--- src/rtl/stim_pkg.sv ---
`default_nettype none
// ============================================================================
//  Module      : stim_pkg
//  Description : Shared state encoding and width helpers for the stimulus
//                sequencer.
//  Revision    : 1.0  initial release
// ============================================================================
package stim_pkg;

    typedef enum logic [1:0] {
        ST_IDLE = 2'd0,
        ST_PLAY = 2'd1,
        ST_GAP  = 2'd2,
        ST_DONE = 2'd3
    } stim_state_t;

    // Address width for a pattern of 'depth' entries (never below one bit).
    function automatic int ptr_width(input int depth);
        return (depth < 2) ? 1 : $clog2(depth);
    endfunction

    // Width of a down-counter that must hold the value 'n'.
    function automatic int cnt_width(input int n);
        return (n < 2) ? 1 : $clog2(n + 1);
    endfunction

endpackage : stim_pkg
`default_nettype wire

--- src/rtl/stim_pattern_mem.sv ---
`default_nettype none
// ============================================================================
//  Module      : stim_pattern_mem
//  Description : DEPTH x WIDTH pattern register file, one synchronous write
//                port and one asynchronous read port; storage is not reset.
//  Revision    : 1.0  initial release
// ============================================================================
module stim_pattern_mem #(
    parameter int WIDTH = 1,
    parameter int DEPTH = 8,
    parameter int AW    = 3
) (
    input  logic             clk,
    input  logic             we,
    input  logic [AW-1:0]    waddr,
    input  logic [WIDTH-1:0] wdata,
    input  logic [AW-1:0]    raddr,
    output logic [WIDTH-1:0] rdata
);

    logic [WIDTH-1:0] mem [DEPTH];

    always_ff @(posedge clk) begin
        if (we) begin
            mem[waddr] <= wdata;
        end
    end

    assign rdata = mem[raddr];

endmodule : stim_pattern_mem
`default_nettype wire

--- src/rtl/force_stim_seq.sv ---
`default_nettype none
// ============================================================================
//  Module      : force_stim_seq
//  Description : Stimulus sequencer; stores a short pattern and plays it onto
//                stim_out one value per handshake with a programmable gap.
//  Revision    : 1.0  initial release
// ============================================================================
module force_stim_seq
    import stim_pkg::*;
#(
    parameter int WIDTH = 1,
    parameter int DEPTH = 8,
    parameter int HOLD  = 1
) (
    input  logic                         clk,
    input  logic                         rst,
    input  logic                         load_valid,
    input  logic [WIDTH-1:0]             load_data,
    output logic                         load_ready,
    input  logic                         clear,
    input  logic                         start,
    output logic [WIDTH-1:0]             stim_out,
    output logic                         stim_valid,
    input  logic                         stim_ready,
    output logic                         busy,
    output logic                         done,
    output logic [$clog2(DEPTH):0]       count
);

    localparam int PW = ptr_width(DEPTH);
    localparam int CW = $clog2(DEPTH) + 1;
    localparam int HW = cnt_width(HOLD);

    localparam logic [CW-1:0] FULL_COUNT = CW'(DEPTH);
    localparam logic [HW-1:0] HOLD_LOAD  = HW'(HOLD);

    stim_state_t      state;
    logic [PW-1:0]    rd_ptr;
    logic [HW-1:0]    hold_cnt;
    logic [WIDTH-1:0] rd_data;
    logic             in_idle;
    logic             wr_en;
    logic             last_beat;
    logic [CW-1:0]    next_count;

    assign in_idle    = (state == ST_IDLE);
    assign busy       = !in_idle;
    assign load_ready = in_idle && (count != FULL_COUNT);

    // A clear in the same cycle as a load discards the load.
    assign wr_en      = load_valid && load_ready && !clear;
    assign last_beat  = (({1'b0, rd_ptr} + CW'(1)) == count);

    always_comb begin
        next_count = count;
        if (clear) begin
            next_count = '0;
        end else if (wr_en) begin
            next_count = count + CW'(1);
        end
    end

    stim_pattern_mem #(
        .WIDTH (WIDTH),
        .DEPTH (DEPTH),
        .AW    (PW)
    ) u_mem (
        .clk   (clk),
        .we    (wr_en),
        .waddr (count[PW-1:0]),
        .wdata (load_data),
        .raddr (rd_ptr),
        .rdata (rd_data)
    );

    always_ff @(posedge clk or posedge rst) begin
        if (rst) begin
            state      <= ST_IDLE;
            count      <= '0;
            rd_ptr     <= '0;
            hold_cnt   <= '0;
            stim_out   <= '0;
            stim_valid <= 1'b0;
            done       <= 1'b0;
        end else begin
            done <= 1'b0;
            case (state)
                ST_IDLE: begin
                    count <= next_count;
                    // Start sees the post-load/post-clear count, so a same-cycle
                    // load is part of the playback.
                    if (start) begin
                        rd_ptr <= '0;
                        if (next_count != '0) begin
                            state <= ST_PLAY;
                        end else begin
                            state <= ST_DONE;
                            done  <= 1'b1;
                        end
                    end
                end

                ST_PLAY: begin
                    if (!stim_valid) begin
                        stim_valid <= 1'b1;
                        stim_out   <= rd_data;
                    end else if (stim_ready) begin
                        stim_valid <= 1'b0;
                        if (last_beat) begin
                            state <= ST_DONE;
                            done  <= 1'b1;
                        end else begin
                            rd_ptr   <= rd_ptr + PW'(1);
                            hold_cnt <= HOLD_LOAD;
                            state    <= ST_GAP;
                        end
                    end
                end

                ST_GAP: begin
                    // Re-offer on the exit edge so beats are HOLD+1 cycles apart.
                    if (hold_cnt <= HW'(1)) begin
                        state      <= ST_PLAY;
                        stim_valid <= 1'b1;
                        stim_out   <= rd_data;
                    end else begin
                        hold_cnt <= hold_cnt - HW'(1);
                    end
                end

                ST_DONE: begin
                    state <= ST_IDLE;
                end

                default: begin
                    state <= ST_IDLE;
                end
            endcase
        end
    end

endmodule : force_stim_seq
`default_nettype wire

--- config.mk ---
export PLATFORM = sky130hd
export DESIGN_NAME = force_stim_seq
export DESIGN_NICKNAME = d
export VERILOG_FILES = /design/src/rtl/stim_pkg.sv /design/src/rtl/stim_pattern_mem.sv /design/src/rtl/force_stim_seq.sv
export SDC_FILE = /design/constraint.sdc
export NUM_CORES = 1
export LEC_CHECK = 0
export CORE_ASPECT_RATIO = 0.7
export CORE_MARGIN = 2
export CORE_UTILIZATION = 60
export CTS_BUF_LIST = sky130_fd_sc_hd__clkbuf_4
export DETAILED_ROUTE_END_ITERATION = 12
export DONT_BUFFER_PORTS = 1
export GPL_ROUTABILITY_DRIVEN = 1
export HOLD_SLACK_MARGIN = 0.15
export PLACE_DENSITY_LB_ADDON = 0.12
export REMOVE_ABC_BUFFERS = 1
export SYNTH_ARGS = -nofsm -noshare
export SYNTH_HDL_FRONTEND = slang
export SYNTH_HIERARCHICAL = 1
export SYNTH_SLANG_ARGS = --single-unit
--- constraint.sdc ---
create_clock -name clk -period 2.8 [get_ports clk]
set_clock_uncertainty 0.1 [all_clocks]
set_input_delay 0.56 -clock clk [delete_from_list [all_inputs] [get_ports clk]]
set_output_delay 0.56 -clock clk [all_outputs]
set_load 0.05 [all_outputs]
Word-level counts from Yosys, hierarchy flattened --
Memory sizes are Yosys's and may differ from the RTL's. Index checks and enable logic that the tools add are counted.
Cells by class: order comparisons 1, equality and inequality tests 12, reduce and logical (&&, ||, !) cells 14, $add $sub $neg 4, mux-type cells 34
Operators with widths (number):
- $mux 1 | 17
- $ne 2x2->1 const B | 7
- $mux 3 | 4
- $mux 2 | 5
- $reduce_and 5->1 | 2
- $mux 4 | 2
- $pmux 1 s2 | 4
- $pmux 2 s4 | 1
- $pmux 3 s2 | 1
- $add 3x1->4 const B | 1
- $add 4x1->4 const B | 1
- $eq 2x2->1 const B | 2
- $eq 4x4->1 | 1
- $ne 4x4->1 const B | 1
- $reduce_and 4->1 | 1
- $reduce_bool 2->1 | 2
- $reduce_bool 4->1 | 1
- $add 3x1->3 const B | 1
- $logic_and 1x1->1 | 3
- $reduce_and 3->1 | 1
- $eq 2x1->1 const B | 1
- $logic_not 1->1 | 2
- $logic_not 2->1 | 1
- $reduce_and 2->1 | 1
- 2 further kinds | 2
Storage, ports and cells: logic and storage cells 73, RAM bits 8, bits in registers 13, memories 1
Memory list:
- u_mem.mem | depth 8, bits a word 1, rd ports 1, clocked after memory_dff 0, wr ports 1, line stim_pattern_mem.sv:21 | logic [WIDTH-1:0] mem [DEPTH];

Logic depth before layout (Yosys ltp) --
Gate-level depths: netlist of the first run.
depth after elaboration 10, mapped depth 7, mapped depth without buffers 7

By module --
The synthesis of the first run kept the hierarchy.
Modules (own cells, without submodules):
- force_stim_seq | cells each 87, area an instance 823.3 um2, seq. area each 300.3 um2, instances 1
- stim_pattern_mem | cells each 24, area an instance 362.8 um2, seq. area each 240.2 um2, instances 1

Least setup slack after synthesis of the first run --
OpenSTA, ideal clock, no wires.
path type register -> output, start register count[0], end output load_ready, stages on the path, launching flop included 5, data arrival time 2.096 ns, path slack 0.044 ns, required time 2.140 ns, cell sequence dfrtp_1 > inv_1 > ha_1 > and3b_2 > nor2_1
Between the ends: cells in the longest elaborated chain, start to end 2
RTL lines:
- from (decl) | line force_stim_seq.sv:27 | output logic [$clog2(DEPTH):0] count
- from (signal assigned) | line force_stim_seq.sv:89 | count <= next_count;
- $ne 4x4->1 | line force_stim_seq.sv:48 | assign load_ready = in_idle && (count != FULL_COUNT);
- $logic_and 1x1->1 | line force_stim_seq.sv:48
- to (decl) | line force_stim_seq.sv:19 | output logic load_ready,
Every way passes these cells.

Worst setup path after layout of the first run --
start register state[1], end output load_ready
Between the ends: cells in the longest elaborated chain, start to end 2
RTL lines:
- from (decl) | line force_stim_seq.sv:37 | stim_state_t state;
- from (signal assigned) | line force_stim_seq.sv:78 | state <= ST_IDLE;
- from (signal assigned) | line force_stim_seq.sv:95 | state <= ST_PLAY;
- from (signal assigned) | line force_stim_seq.sv:97 | state <= ST_DONE;
- $logic_not 2->1 | line force_stim_seq.sv:46 | assign in_idle = (state == ST_IDLE);
- $logic_and 1x1->1 | line force_stim_seq.sv:48
Every way passes these cells.

==> metrics.csv, run 1 <==
stage,metric,value,unit
critical_path,path_max_fanout,8,
sta,hold_viol,0,
logic_synthesis,yosys_warnings,6,
outcome,outcome,"finished, final reports clean",
power,peakVddDrop,738.5,uV
logic_synthesis,yosys.cell_types.count,36,
job,max-cap-violations,0,
sta,min_period,2.579,ns
sta,slew_viol_final,0,
logic_synthesis,synth_area_per_cell,10.69,um2
global_routing,track_usage,23.31,%
layout,syn_to_final_growth,10.13,%
placement,hpwlAfterDp,1710,um
logic_synthesis,synth-seq-cells,20,
critical_path,end_kind,output port,
global_routing,grt_pass1_vias,810,
placement,gp_congestion,0.8480,
cts,numCtsBuffers,3,
cts,cts_root_buf,clkbuf_4,
drt,drtAntennaViolNets,0,
hold_path,min_path_type,in -> reg,
critical_path,cp-start-kind,flip-flop,
sta,rsz0062_at_grt,false,
sta,final.setup.tns,0,ns
power,p_comb_share,48.1,%
power,power_frac_seq,35.2,%
drt,drt-pass1-iter-count,4,
floorplanning,die_w,57.14,um
power,sw_frac_of_total,45.73,%
power,clkPwrFrac,16.7,%
logic_synthesis,synth_cells,111,
logic_synthesis,synth_enable_flop_cells,8,
hold_path,min_from,load_data,
drt,drtIter0Drc,32,
sta,max_clock_freq,387.8,MHz
global_routing,grt_pass1_wl,3808,um
floorplanning,coreArea,1854,um2
global_routing,overflow,0,
placement,port_buffers,0,
floorplanning,row_count,13,
sta,holdWs,0.2342,ns
logic_synthesis,ys.flop_type,dfrtp_1,
logic_synthesis,netlist_area,1186,um2
critical_path,crit_start,state[1],
drt,dr_total_vias,873,
global_routing,antenna_found_initial,0,
critical_path,critPathKind,reg -> out,
global_routing,grt_max_degree,13,
logic_synthesis,ys_async_sr_fraction,60.00,%
power,power_density,1093,nW/um2
drt,wl_per_cell,16.42,um
drt,via_per_inst,6.148,
sta,worstMarginPinSlew,0.5225,ns
critical_path,r2r_start,state[1],
power,p_leak,0.5256,nW
placement,place_area,1244,um2
cts,cts_sinks,20,
cts,cts.path.max_buffers,2,
drt,routed_wl,2332,um
floorplanning,dieArea,2354,um2
critical_path,r2r_slack,0.53,ns
critical_path,required,2.14,ns
sta,maxSlewHeadroom,65.13,%
floorplanning,die_h,41.20,um
cts,cts_tree,done,
power,p_int,774.6,uW
layout,diodes,0,
sta,period_share,92.10,%
layout,drive_gt1_share,15.83,%
cts,clk_latency,0.31,ns
floorplanning,ios,16,
floorplanning,start_util,63.97,%
cts,cts-htree-levels,1,
layout,finalInstanceArea,1306,um2
power,power.net_switching,652.7,uW
sta,setup_viol,0,
drt,drc_errors,0,
logic_synthesis,synth_seq_area_share,45.57,%
cts,clk_pin_slew_worst_paths,0.12,ns
critical_path,arrival,1.92,ns
layout,fin_nets,135,
worst paths after layout:
kind                           endpoint  depth (start not counted)
hold reg to reg                state[0]                          1
setup / recovery             load_ready                          5
setup reg to reg           u_mem/mem[4]                          6
min in group asynchronous      stim_out                          2
hold / removal             u_mem/mem[7]                          0
max in group asynchronous      count[3]                          2
state kept, by name, summed over array words and instances (netlist names):
name and count:
stim_out 1, state 2, u_mem/mem 8, rd_ptr 3, done 1, stim_valid 1, count 4
power by group through the flow:
stage / combinational (mW) / sequential (mW) / clock (mW)
after floorplan: 0.496 / 0.544 / 0
after global placement: 0.659 / 0.503 / 0
after detailed placement: 0.676 / 0.510 / 0
after CTS: 0.682 / 0.503 / 0.245
after global routing: 0.762 / 0.514 / 0.252
final: 0.686 / 0.502 / 0.238
cells by family after synthesis:
group	count (synthesis)	share of synthesized area (%)
XOR/XNOR	5	4.853
flip-flops	20	45.57
buffers and inverters	12	4.114
adder cells (fa/ha/maj)	7	7.384
multiplexers	5	7.278
AND/OR/NAND/NOR	39	16.14
AO/OA/AOI/OAI	23	14.66
stage by stage:
step           utilization [%]  power [mW]  std cells  setup slack [ns]
5_1_grt                  70.45       1.528        142            0.1056
3_3_place_gp             67.07       1.162        137            0.6450
6_report                 70.45       1.427        142            0.2212
3_5_place_dp             67.07       1.186        137            0.5675
2_1_floorplan                -       1.041        110           0.04449
4_1_cts                  70.45       1.430        142            0.2136
cell usage after synthesis, types with 3 or more instances:
master / number / area (um2)
o21ai_1: 3 / 15.01
mux2_2: 3 / 33.78
inv_1: 11 / 41.29
dfrtp_1: 12 / 300.3
nand2b_1: 4 / 25.02
xnor2_1: 3 / 26.28
o22ai_1: 3 / 18.77
nand2_1: 5 / 18.77
nor3_1: 3 / 15.01
ha_1: 7 / 87.58
edfxtp_1: 8 / 240.2
nor2_1: 15 / 56.30
o21ai_0: 4 / 20.02
nand3_1: 4 / 20.02
cell usage in the layout, fill, tap and decap left out, types with 2 or more instances in the layout:
master and n:
a21oi_1 2, a22o_1 2, buf_4 5, clkbuf_4 3, dfrtp_1 12, edfxtp_1 8, ha_1 7, inv_1 11
mux2_2 3, mux4_1 2, nand2_1 5, nand2b_1 4, nand3_1 4, nand4_1 2, nor2_1 15, nor3_1 3
o21ai_0 4, o21ai_1 3, o22ai_1 3, xnor2_1 3
worst max-delay path, cell delays in order (launching register included):
cell     delay, ns
dfrtp_1       0.42
inv_1         0.12
ha_1          0.34
inv_1         0.33
nor2_1        0.18
buf_4         0.21
routing by layer:
metal	GRT usage, %	part of all wire [%]
met3	7.886	5.7
met5	0	0
met2	38.79	45
met1	29.71	48
met4	6.977	1.3
layout make-up:
class | instances | area [um2]
Clock inverter | 1 | 30.03
Inverter | 11 | 41.29
Clock buffer | 3 | 22.52
Fill cell | 144 | 548.0
Sequential cell | 20 | 540.5
Timing Repair Buffer | 6 | 47.55
Multi-Input combinational cell | 79 | 596.8
Tap cell | 22 | 27.53
what timing repair did:
| item | 4_1_cts | 5_1_grt |
|---|---|---|
| endpoints found under the setup margin | 0 | 0 |
| setup buffers | 0 | 0 |
| hold buffers | 1 | 0 |
| hold endpoints to repair | 12 | 0 |
| resized for setup | 0 | 0 |
Note: power is estimated with default switching activity, not from simulation.
==> run 2, diff against run 1 <==
- PLACE_DENSITY: unset -> 0.87
- PLACE_DENSITY_LB_ADDON: 0.12 -> unset
==> run 2 against run 1 <==
Net effect: design area is 2.0% lower; total power is 6.3% lower; non-clock buffer count stayed put; final cell count stayed put; utilization is 1.4 points lower; register-to-register slack hardly changed; combinational power is 2% higher; flip-flop and latch count stayed put; die area stayed put; critical path type unchanged; critical endpoint unchanged; highest routed layer unchanged.
==> metrics.csv, run 2 (synthesis results as in run 1) <==
stage,metric,value,unit,change
cts,cts_tree,done,,
global_routing,grt_pass1_wl,3864,um,+1.5%
drt,via_per_inst,6.176,,+0.46%
layout,final_common_cell,nor2_1,,
floorplanning,start_util,63.97,%,unchanged
floorplanning,ios,16,,unchanged
sta,rsz0062_at_grt,false,,
sta,max_clock_freq,376.8,MHz,-2.8%
cts,cts_root_buf,clkbuf_4,,
drt,drtIter0Drc,45,,+41%
layout,drive_gt1_share,15.00,%,-0.83 points
sta,min_period,2.654,ns,+0.07488 ns
sta,slew_viol_final,0,,unchanged
hold_path,min_path_type,in -> reg,,
critical_path,arrival,1.99,ns,+0.07 ns
global_routing,use_met2,43.10,%,+4.3 points
drt,wl_per_cell,16.96,um,+3.3%
sta,hold_viol,0,,unchanged
layout,top_register,u_mem/mem,,
sta,period_share,94.77,%,+2.7 points
sta,maxSlewHeadroom,64.97,%,-0.15 points
drt,dr_total_vias,877,,+0.46%
critical_path,path_max_fanout,8,,unchanged
cts,cts_resized,0,,unchanged
outcome,outcome,"finished, final reports clean",,
power,power_density,1045,nW/um2,-4.4%
cts,post-cts-setup-buffers,0,,unchanged
cts,cts_sinks,20,,unchanged
cts,clk_latency,0.30,ns,about the same
placement,port_buffers,0,,unchanged
sta,setup_viol,0,,unchanged
sta,final.setup.tns,0,ns,unchanged
layout,multi_input_area,596.8,um2,unchanged
power,power,1.337,mW,-6.3%
power,p_leak,0.5130,nW,-2.4%
floorplanning,row_count,13,,unchanged
global_routing,grtUsageMet1,27.24,%,-2.5 points
cts,cts-htree-levels,1,,unchanged
global_routing,antenna_found_initial,0,,unchanged
global_routing,grt_max_degree,13,,unchanged
drt,drt-pass1-iter-count,4,,unchanged
drt,routed_wl,2409,um,+3.3%
global_routing,grt_pass1_vias,861,,+6.3%
layout,diodes,0,,unchanged
job,max-cap-violations,0,,unchanged
layout,largest_register_ffs,8,,unchanged
global_routing,track_usage,22.97,%,-0.34 points
critical_path,required,2.14,ns,about the same
global_routing,top_usage_layer,met2,,
layout,mostFrequentLayoutCells,"15 x nor2_1, 12 x dfrtp_1, 11 x inv_1",,
cts,clk_pin_slew_worst_paths,0.11,ns,about the same
floorplanning,die_h,41.20,um,unchanged
critical_path,end_kind,output port,,
cts,cts.path.max_buffers,2,,unchanged
floorplanning,coreArea,1854,um2,unchanged
cts,numCtsBuffers,3,,unchanged
drt,drc_errors,0,,unchanged
power,peakVddDrop,773.1,uV,+4.7%
placement,gp_congestion,0.8539,,+0.70%
floorplanning,die_w,57.14,um,unchanged
floorplanning,dieArea,2354,um2,unchanged
critical_path,cp-start-kind,flip-flop,,
layout,fin_nets,135,,unchanged
layout,fill_cells,138,,-4.2%
critical_path,critPathKind,reg -> out,,
sta,worstMarginPinSlew,0.5248,ns,+0.002294 ns
drt,drtAntennaViolNets,0,,unchanged
global_routing,met3_usage,4.732,%,-3.2 points
layout,reg.largest.list,"u_mem/mem: 8 flops, count: 4 flops, rd_ptr: 3 flops",,
cts,cts_hold_buffers,1,,unchanged
layout,register_area,540.5,um2,unchanged
layout,syn_to_final_growth,7.912,%,
global_routing,overflow,0,,unchanged
placement,hpwlAfterDp,1825,um,+6.7%
[run 2: cell types whose count changed in the layout (fill, tap and decap cells not counted)]
| cell | before | now |
|---|---|---|
| clkinv_1 | 0 | 1 |
| bufinv_16 | 1 | 0 |
[run 2: final timing paths]
path | slack (ns) | to | from | cells past startpoint
hold / removal | 0.25 | u_mem/mem[5] | load_data | 0
setup reg to reg | 0.53 | rd_ptr[2] | state[0] | 7
setup / recovery | 0.15 | load_ready | state[1] | 5
min in group asynchronous | 0.61 | done | rst | 2
max in group asynchronous | 1.65 | count[0] | rst | 2
hold reg to reg | 0.43 | state[0] | state[0] | 1
[run 2: through the flow]
step | cell area (um2) | hold slack, ns | std cells | setup WS [ns] | util, %
detailed placement | 1244 | 0.3956 | 137 | 0.5273 | 67.07
global placement | 1244 | 0.3798 | 137 | 0.6557 | 67.07
CTS | 1280 | 0.2393 | 142 | 0.1673 | 69.03
floorplan | 1179 | 0.3247 | 110 | 0.04449 | -
finish | 1280 | 0.2469 | 142 | 0.1463 | 69.03
global route | 1280 | 0.2231 | 142 | 0.02553 | 69.03
[run 2: cell type report]
cell class,instances,share of cell area [%]
Clock buffer,3,1.760
Timing Repair Buffer,6,3.715
Inverter,11,3.226
Multi-Input combinational cell,79,46.63
Clock inverter,1,0.2933
Tap cell,22,2.151
Sequential cell,20,42.23
[run 2: layer usage]
metal	vias up	routed length [um]
li1	421	-
met1	415	1044
met2	39	1174
met3	2	173
met4	0	17
met5	-	0
[run 2: critical path, stage by stage, from the launching register on]
cell     delay [ns]
dfrtp_1        0.42
inv_1          0.14
ha_1           0.37
inv_1          0.34
nor2_1         0.20
buf_4          0.21
[run 2: power breakdown]
part | internal [mW] | switching (mW)
registers | 0.369 | 0.130
clock network | 0.0520 | 0.0861
logic | 0.263 | 0.438
total | 0.683 | 0.654
==> run 3, diff against run 2 <==
- CTS_BUF_LIST: sky130_fd_sc_hd__clkbuf_4 -> sky130_fd_sc_hd__clkbuf_2
==> run 3 against run 2 <==
Net effect: final cell count unchanged; flip-flop and latch count unchanged; sequential power about the same; design area about the same; first-iteration DRC count down 18%; via count up 0.91%; total power down 0.38%; combinational power up 2%; critical path depth unchanged; worst hold slack worse by 0.041 ns.
==> metrics.csv, run 3 (synthesis results as in run 1) <==
stage,metric,value,unit,change
outcome,outcome,"finished, final reports clean",,
cts,cts-htree-levels,1,,unchanged
power,p_leak,0.5068,nW,-1.2%
sta,hold_viol,0,,unchanged
critical_path,required,2.14,ns,about the same
drt,wl_per_cell,17.18,um,+1.3%
power,power_density,1042,nW/um2,-0.28%
critical_path,cp-start-kind,flip-flop,,
placement,place_area,1244,um2,unchanged
sta,final.setup.tns,0,ns,unchanged
cts,numCtsBuffers,3,,unchanged
placement,dp_slack,0.5273,ns,unchanged
sta,setup_viol,0,,unchanged
cts,cts_sinks,20,,unchanged
floorplanning,die_w,57.14,um,unchanged
hold_path,min_from,load_data,,
layout,finalInstanceArea,1279,um2,about the same
sta,min_period,2.673,ns,+0.01907 ns
layout,final_common_cell,nor2_1,,
layout,post-route-util,68.96,%,about the same
critical_path,arrival,2.01,ns,+0.02 ns
placement,hpwlAfterDp,1825,um,unchanged
critical_path,r2r_cells,6,,-1
layout,fill_cells,141,,+2.2%
sta,worstMarginPinSlew,0.5144,ns,-0.01043 ns
global_routing,track_usage,23.19,%,+0.22 points
power,p_comb_share,53.5,%,+1.1 points
layout,top_register,u_mem/mem,,
hold_path,hold_depth,0,,unchanged
floorplanning,die_h,41.20,um,unchanged
drt,routed_wl,2440,um,+1.3%
sta,maxSlewHeadroom,65.71,%,+0.73 points
hold_path,hold_end,u_mem/mem[5],,
cts,cts_root_buf,clkbuf_2,,
floorplanning,coreArea,1854,um2,unchanged
critical_path,worstReg2RegEnd,u_mem/mem[4],,
layout,fin_nets,135,,unchanged
layout,final_cells,142,,unchanged
power,sw_frac_of_total,49.79,%,+0.89 points
floorplanning,dieArea,2354,um2,unchanged
placement,port_buffers,0,,unchanged
sta,slew_viol_final,0,,unchanged
critical_path,r2r_slack,0.58,ns,+0.05 ns
drt,drtIter0Drc,37,,-18%
global_routing,grt_pass1_vias,858,,-0.35%
global_routing,grt_pass1_wl,3870,um,+0.16%
sta,period_share,95.45,%,+0.68 points
power,peakVddDrop,758.1,uV,-1.9%
floorplanning,row_count,13,,unchanged
placement,gp_congestion,0.8539,,unchanged
critical_path,end_kind,output port,,
sta,fin_ws,0.1273,ns,-0.01907 ns
placement,post-place-cells,137,,unchanged
layout,multi_input_area,599.3,um2,+0.42%
cts,clk_pin_slew_worst_paths,0.19,ns,+0.08 ns
drt,drt-pass1-iter-count,4,,unchanged
drt,drtAntennaViolNets,0,,unchanged
drt,via_per_inst,6.232,,+0.91%
layout,syn_to_final_growth,7.806,%,about the same
critical_path,r2r_start,state[1],,
drt,drc_errors,0,,unchanged
floorplanning,ios,16,,unchanged
global_routing,antenna_found_initial,0,,unchanged
power,clkPwrFrac,9.1,%,-1.2 points
cts,cts.path.max_buffers,2,,unchanged
critical_path,critPathKind,reg -> out,,
floorplanning,start_util,63.97,%,unchanged
drt,dr_total_vias,885,,+0.91%
layout,largest_register_ffs,8,,unchanged
cts,cts_tree,done,,
hold_path,min_path_type,in -> reg,,
cts,clk_latency,0.33,ns,+0.03 ns
sta,rsz0062_at_grt,false,,
layout,drive_gt1_share,16.67,%,+1.7 points
layout,mostFrequentLayoutCells,"15 x nor2_1, 12 x dfrtp_1, 10 x inv_1",,
global_routing,overflow,0,,unchanged
critical_path,path_max_fanout,8,,unchanged
power,power_frac_seq,37.4,%,about the same
power,p_int,669.0,uW,-2.1%
layout,register_area,540.5,um2,unchanged
power,power.net_switching,663.2,uW,+1.4%
layout,reg.largest.list,"u_mem/mem: 8 flops, count: 4 flops, rd_ptr: 3 flops",,
global_routing,grt_max_degree,13,,unchanged
sta,max_clock_freq,374.1,MHz,-0.71%
layout,diodes,0,,unchanged
job,max-cap-violations,0,,unchanged
[run 3: worst max-delay path: stages (launching register included)]
cell	delay, ns
dfrtp_1	0.44
inv_1	0.15
ha_2	0.33
clkinvlp_4	0.34
nor2_1	0.20
buf_4	0.21
[run 3: final cells by class]
type,count,share of cell area [%]
Inverter,11,3.522
Multi-Input combinational cell,79,46.87
Clock buffer,3,1.174
Tap cell,22,2.153
Clock inverter,1,0.2935
Timing Repair Buffer,6,3.718
Sequential cell,20,42.27
[run 3: layer usage]
metal  vias up  part of all wire (%)  global-route usage, %
li1        423                     -                      -
met1       412                    43                  27.24
met2        45                    47                  43.10
met3         5                   8.2                  5.678
met4         0                   1.4                  8.721
met5         -                     0                      0
[run 3: worst max path at each step]
stage                   from    endpoint  slack, ns  depth (start not counted)
detailed placement  state[1]  load_ready       0.53                          5
global placement    state[0]  load_ready       0.66                          5
finish              state[1]  load_ready       0.13                          5
CTS                 state[1]  load_ready       0.13                          5
global route        state[1]  load_ready       0.02                          5
floorplan           count[0]  load_ready       0.04                          4
[run 3: power by group through the flow]
stage	sequential, mW	combinational (mW)	clock (mW)
2_1_floorplan	0.544	0.496	0
3_3_place_gp	0.501	0.654	0
3_5_place_dp	0.504	0.688	0
4_1_cts	0.497	0.694	0.121
5_1_grt	0.510	0.781	0.136
6_report	0.499	0.712	0.121
[run 3: stage by stage]
step	power [mW]	hold WS (ns)
floorplan	1.041	0.3247
global placement	1.155	0.3798
detailed placement	1.192	0.3956
CTS	1.313	0.2104
global route	1.426	0.1753
finish	1.332	0.2057
[run 3: what timing repair did]
action	CTS	global route
gates resized for setup	0	2
setup buffers	0	0
hold buffers	1	0
endpoints found under the setup margin	0	1
endpoints found under the hold margin	12	0
